==> src/rtl/pipeline_hazard_controller.sv <==
// Hazard controller for a 5-stage pipeline: resolves data-memory waits, taken
// branches and load-use hazards into stall/flush/redirect controls, with perf counters.
module pipeline_hazard_controller #(
    parameter int TIMEOUT_CYCLES = 255,
    parameter int CNT_WIDTH      = 16
) (
    input  logic                 clk,
    input  logic                 rst_n,
    input  logic [4:0]           reg_file_read_address_0_IF_ID,
    input  logic [4:0]           reg_file_read_address_1_IF_ID,
    input  logic                 rs0_used_IF_ID,
    input  logic                 rs1_used_IF_ID,
    input  logic                 mem_read_ID_EXE,
    input  logic [4:0]           reg_file_write_address_ID_EXE,
    input  logic                 branch_taken_EXE,
    input  logic                 data_mem_req_EX_MEM,
    input  logic                 data_mem_ready,
    input  logic                 clear_error,
    output logic                 stall_pc,
    output logic                 stall_IF_ID,
    output logic                 stall_ID_EXE,
    output logic                 stall_EX_MEM,
    output logic                 flush_IF_ID,
    output logic                 flush_ID_EXE,
    output logic                 flush_MEM_WB,
    output logic                 pc_redirect,
    output logic                 mem_timeout_error,
    output logic [CNT_WIDTH-1:0] stall_count,
    output logic [CNT_WIDTH-1:0] flush_count
);

    typedef enum logic [1:0] {RUN, MEM_WAIT, ERROR} state_t;

    localparam int WAIT_W = $clog2(TIMEOUT_CYCLES + 1);

    state_t               state_q, state_d;
    logic [WAIT_W-1:0]    wait_q, wait_d, wait_inc;
    logic                 err_q, err_d;
    logic [CNT_WIDTH-1:0] stall_cnt_q, stall_cnt_d;
    logic [CNT_WIDTH-1:0] flush_cnt_q, flush_cnt_d;
    logic                 load_use, mem_wait;

    function automatic logic [CNT_WIDTH-1:0] sat_inc(input logic [CNT_WIDTH-1:0] v);
        return (&v) ? v : v + 1'b1;
    endfunction

    // x0 is hardwired zero, so a load targeting it never creates a dependency.
    assign load_use = mem_read_ID_EXE && (reg_file_write_address_ID_EXE != 5'd0) &&
                      ((rs0_used_IF_ID && (reg_file_read_address_0_IF_ID == reg_file_write_address_ID_EXE)) ||
                       (rs1_used_IF_ID && (reg_file_read_address_1_IF_ID == reg_file_write_address_ID_EXE)));
    assign mem_wait = data_mem_req_EX_MEM && !data_mem_ready;
    assign wait_inc = wait_q + 1'b1;

    always_comb begin
        state_d      = state_q;
        wait_d       = wait_q;
        err_d        = err_q;
        stall_pc     = 1'b0;
        stall_IF_ID  = 1'b0;
        stall_ID_EXE = 1'b0;
        stall_EX_MEM = 1'b0;
        flush_IF_ID  = 1'b0;
        flush_ID_EXE = 1'b0;
        flush_MEM_WB = 1'b0;
        pc_redirect  = 1'b0;
        case (state_q)
            RUN, MEM_WAIT: begin
                if (mem_wait) begin
                    stall_pc     = 1'b1;
                    stall_IF_ID  = 1'b1;
                    stall_ID_EXE = 1'b1;
                    stall_EX_MEM = 1'b1;
                    flush_MEM_WB = 1'b1;
                    if (state_q == RUN) begin
                        state_d = MEM_WAIT;
                        wait_d  = '0;
                    end else begin
                        wait_d = wait_inc;
                        if (wait_inc == WAIT_W'(TIMEOUT_CYCLES)) begin
                            state_d = ERROR;
                            err_d   = 1'b1;
                        end
                    end
                end else begin
                    state_d = RUN;
                    // A taken branch flushes the decode slot, so any load-use there is moot.
                    if (branch_taken_EXE) begin
                        pc_redirect  = 1'b1;
                        flush_IF_ID  = 1'b1;
                        flush_ID_EXE = 1'b1;
                    end else if (load_use) begin
                        stall_pc     = 1'b1;
                        stall_IF_ID  = 1'b1;
                        flush_ID_EXE = 1'b1;
                    end
                end
            end
            ERROR: begin
                stall_pc     = 1'b1;
                stall_IF_ID  = 1'b1;
                stall_ID_EXE = 1'b1;
                stall_EX_MEM = 1'b1;
                if (clear_error) begin
                    state_d = RUN;
                    err_d   = 1'b0;
                end
            end
            default: state_d = RUN;
        endcase
    end

    assign stall_cnt_d = stall_pc     ? sat_inc(stall_cnt_q) : stall_cnt_q;
    assign flush_cnt_d = flush_ID_EXE ? sat_inc(flush_cnt_q) : flush_cnt_q;

    always_ff @(posedge clk or negedge rst_n) begin
        if (!rst_n) begin
            state_q     <= RUN;
            wait_q      <= '0;
            err_q       <= 1'b0;
            stall_cnt_q <= '0;
            flush_cnt_q <= '0;
        end else begin
            state_q     <= state_d;
            wait_q      <= wait_d;
            err_q       <= err_d;
            stall_cnt_q <= stall_cnt_d;
            flush_cnt_q <= flush_cnt_d;
        end
    end

    assign mem_timeout_error = err_q;
    assign stall_count       = stall_cnt_q;
    assign flush_count       = flush_cnt_q;

endmodule

==> config.mk <==
export PLATFORM = sky130hd
export DESIGN_NAME = pipeline_hazard_controller
export DESIGN_NICKNAME = d
export VERILOG_FILES = /design/src/rtl/pipeline_hazard_controller.sv
export SDC_FILE = /design/constraint.sdc
export NUM_CORES = 1
export LEC_CHECK = 0
export CAP_MARGIN = 20
export CORE_ASPECT_RATIO = 1.4
export CORE_MARGIN = 2
export CORE_UTILIZATION = 33
export DETAILED_ROUTE_END_ITERATION = 12
export GPL_TIMING_DRIVEN = 0
export HOLD_SLACK_MARGIN = 0.1
export PLACE_DENSITY = 0.69
export RECOVER_POWER = 100
export SKIP_CTS_REPAIR_TIMING = 1
export SLEW_MARGIN = 0
export SYNTH_ARGS = -nofsm -noshare
export SYNTH_HDL_FRONTEND = slang
export SYNTH_SLANG_ARGS = --single-unit
export TNS_END_PERCENT = 100
==> constraint.sdc <==
create_clock -name clk -period 5 [get_ports clk]
set_clock_uncertainty 0.15 [all_clocks]
set_input_delay 1 -clock clk [delete_from_list [all_inputs] [get_ports clk]]
set_output_delay 1 -clock clk [all_outputs]
set_load 0.02 [all_outputs]
==> flow_summary.json <==
{
  "vias_per_cell": 4.912,
  "vias": 2014,
  "hold_violations": 0,
  "maxCapViolCount": 1,
  "yosysSeqAreaShare_pct": 45.89,
  "async_flop_share_pct": 100.0,
  "setup-tns-final_ns": 0,
  "grt_max_degree": 39,
  "worstSkewPairLatency_ns": 0.29,
  "relSlewSlack_pct": -33.79,
  "n_fill_cell": 708,
  "grt_pass1_wl_mm": 9.059,
  "cts_tree": "yes",
  "ios": 65,
  "grt_use_total_pct": 14.58,
  "place_ws_ns": 0.3464,
  "crit_path_start_kind": "primary input",
  "power_frac_comb_pct": 30.4,
  "fp.dieW_um": 75.24,
  "ys_seq_elements": 43,
  "drive_gt1_share_pct": 5.714,
  "total_leakage_power_uw": 0.001434,
  "die_area_um2": 7805,
  "rsz0062_at_grt": "no",
  "clkTransAtPathRegs_ns": 0.07,
  "clockBufferDepth": 2,
  "required_ns": 3.85,
  "p_clk_share_pct": 21.9,
  "rows": 36,
  "first_iter_violations": 96,
  "grt.overflow.total": 0,
  "antennaDiodeCount": 0,
  "worst_ep_arrival_time_ns": 3.61,
  "endpoint_kind": "output port",
  "numCtsBuffers": 5,
  "fmax_mhz": 210.2,
  "start_util_pct": 33.80,
  "min_path_type": "register to register",
  "power_switching_uw": 329.7,
  "area_growth_pct": 35.06,
  "yosysTopAreaCell": "dfrtp_1",
  "grt_pass1_vias": 1965,
  "intPower_uw": 640.1,
  "drt-total-wl_mm": 5.418,
  "htreeDepth": 2,
  "antenna_found_initial": 0,
  "firstDrtPassIters": 4,
  "final-max-slew-violation-count": 39,
  "met2_usage_pct": 24.75,
  "worstSetupPathType": "primary input to output port",
  "clock-sinks": 43,
  "place_area_um2": 3119,
  "final_antenna_net_count": 0,
  "die_y_um": 103.7,
  "synth_edf_count": 0,
  "grt-busiest-layer": "met2",
  "synth_ff_type": "dfrtp_1",
  "synth_cell_types": 38,
  "synth.yosys.warnings": 0,
  "synthTopCellsByCount": "dfrtp_1, xnor2_1, nand2_1",
  "portBuffers": 64,
  "use_met1_pct": 17.61,
  "ir_drop_v": 0.0001359,
  "finalCriticalPeriod_ns": 4.758,
  "nNetsFinal": 342,
  "finalSetupViolCount": 0,
  "synthTopCellsByArea": "dfrtp_1, xnor2_1, nand3_1",
  "avgSynthCellArea_um2": 9.689,
  "met3_usage_pct": 2.821,
  "clockRootBuffer": "clkbuf_8",
  "tightest_slew_ns": 2.007,
  "core_um2": 6937,
  "yosysMostFrequentCell": "dfrtp_1",
  "syn_nets": 270,
  "p_sw_share_pct": 34.00,
  "synthesis.area_um2": 2345,
  "period_share_pct": 95.17,
  "p_per_area_nw_per_um2": 306.3,
  "synth_top_area_share_pct": 45.89,
  "status": "complete, but fails checks",
  "dp_hpwl_mm": 4.052,
  "power_frac_seq_pct": 47.7,
  "setup_slack_ns": 0.2415,
  "violations": "max-capacitance violations, max-slew violations",
  "worstPathMaxFanout": 11,
  "design_area_um2": 3167,
  "drc_errors": 0,
  "gp_congestion": 0.8080,
  "synthCells": 242,
  "wl_per_cell_um": 13.21
}
-- layer usage --
layer / routed length, um / share of wire, %
met2: 2721 / 50
met1: 2306 / 43
met4: 112 / 2.1
met5: 0 / 0
met3: 277 / 5.1
-- path summary, 6_finish.rpt --
| path | start | end | slack, ns | depth (start not counted) |
|---|---|---|---|---|
| hold reg to reg | flush_count[10] | flush_count[10] | 0.33 | 1 |
| setup reg to reg | flush_count[0] | flush_count[1] | 2.45 | 7 |
| setup / recovery | reg_file_write_address_ID_EXE[1] | stall_IF_ID | 0.24 | 6 |
| min in group asynchronous | rst_n | flush_count[3] | 0.40 | 1 |
| hold / removal | flush_count[10] | flush_count[10] | 0.33 | 1 |
| max in group asynchronous | rst_n | wait_q[2] | 2.13 | 2 |
-- cells by family (layout without fill, tap and decap cells) --
kind of cell | Yosys count | after routing | synth area share [%]
AO/OA/AOI/OAI | 27 | 27 | 7.791
XOR/XNOR | 39 | 39 | 14.57
adder cells (fa/ha/maj) | 4 | 4 | 2.135
buffers and inverters | 15 | 88 | 3.308
flip-flops | 43 | 43 | 45.89
multiplexers | 4 | 4 | 2.081
AND/OR/NAND/NOR | 110 | 110 | 24.23
-- power by group through the flow --
stage | Combinational [uW] | Sequential [uW] | Clock (uW)
after floorplan | 114 | 517 | 0
after global placement | 318 | 469 | 0
after detailed placement | 325 | 471 | 0
after CTS | 325 | 465 | 222
after global routing | 320 | 474 | 233
final | 295 | 463 | 212
-- critical path, cell delays in order --
cell,delay (ns)
dlygate4sd3_1,0.61
or4_1,0.56
o21a_1,0.22
a31o_2,0.33
buf_2,0.21
dlygate4sd3_1,0.67
-- final cells by class --
class	instances	area, um^2	share of cell area (%)
clock inverters	1	5.005	0.1580
well taps	95	118.9	3.753
clock buffers	7	76.32	2.410
plain buffers	9	47.55	1.501
repair buffers	65	638.1	20.15
flip-flops and latches	43	1076	33.98
multi-input cells	184	1182	37.34
inverters	6	22.52	0.7112
-- registers in the layout (all words and copies together) (netlist names) --
signal             flops
flush_count           16
wait_q                 8
state_q                2
stall_count           16
mem_timeout_error      1
-- placed cells by master, fill, tap and decap left out, drive strengths merged, types with 5 or more instances in the layout --
| master | synthesis | routed |
|---|---|---|
| dlygate4sd3 | 0 | 41 |
| clkbuf | 3 | 13 |
| nand2 | 23 | 23 |
| clkdlybuf4s50 | 0 | 22 |
| nor3 | 14 | 14 |
| nand4 | 10 | 10 |
| xnor2 | 28 | 28 |
| o21ai | 6 | 6 |
| xor2 | 11 | 11 |
| inv | 6 | 6 |
| nand3 | 20 | 20 |
| and3 | 8 | 8 |
| nand2b | 7 | 7 |
| a21oi | 7 | 7 |
| dfrtp | 43 | 43 |
| a22o | 6 | 6 |
| nor2 | 13 | 13 |
| buf | 6 | 5 |
-- stage by stage --
stage | util (%) | std cells | hold slack [ns] | power [uW]
after floorplan | - | 242 | 0.3623 | 630.7
after global placement | 44.75 | 401 | 0.3287 | 787.3
after CTS | 46.14 | 410 | 0.3398 | 1013
final | 45.65 | 410 | 0.3287 | 969.8
after detailed placement | 44.97 | 402 | 0.3249 | 796.2
after global routing | 45.65 | 410 | 0.3536 | 1027
(Power assumes the default switching activity.)
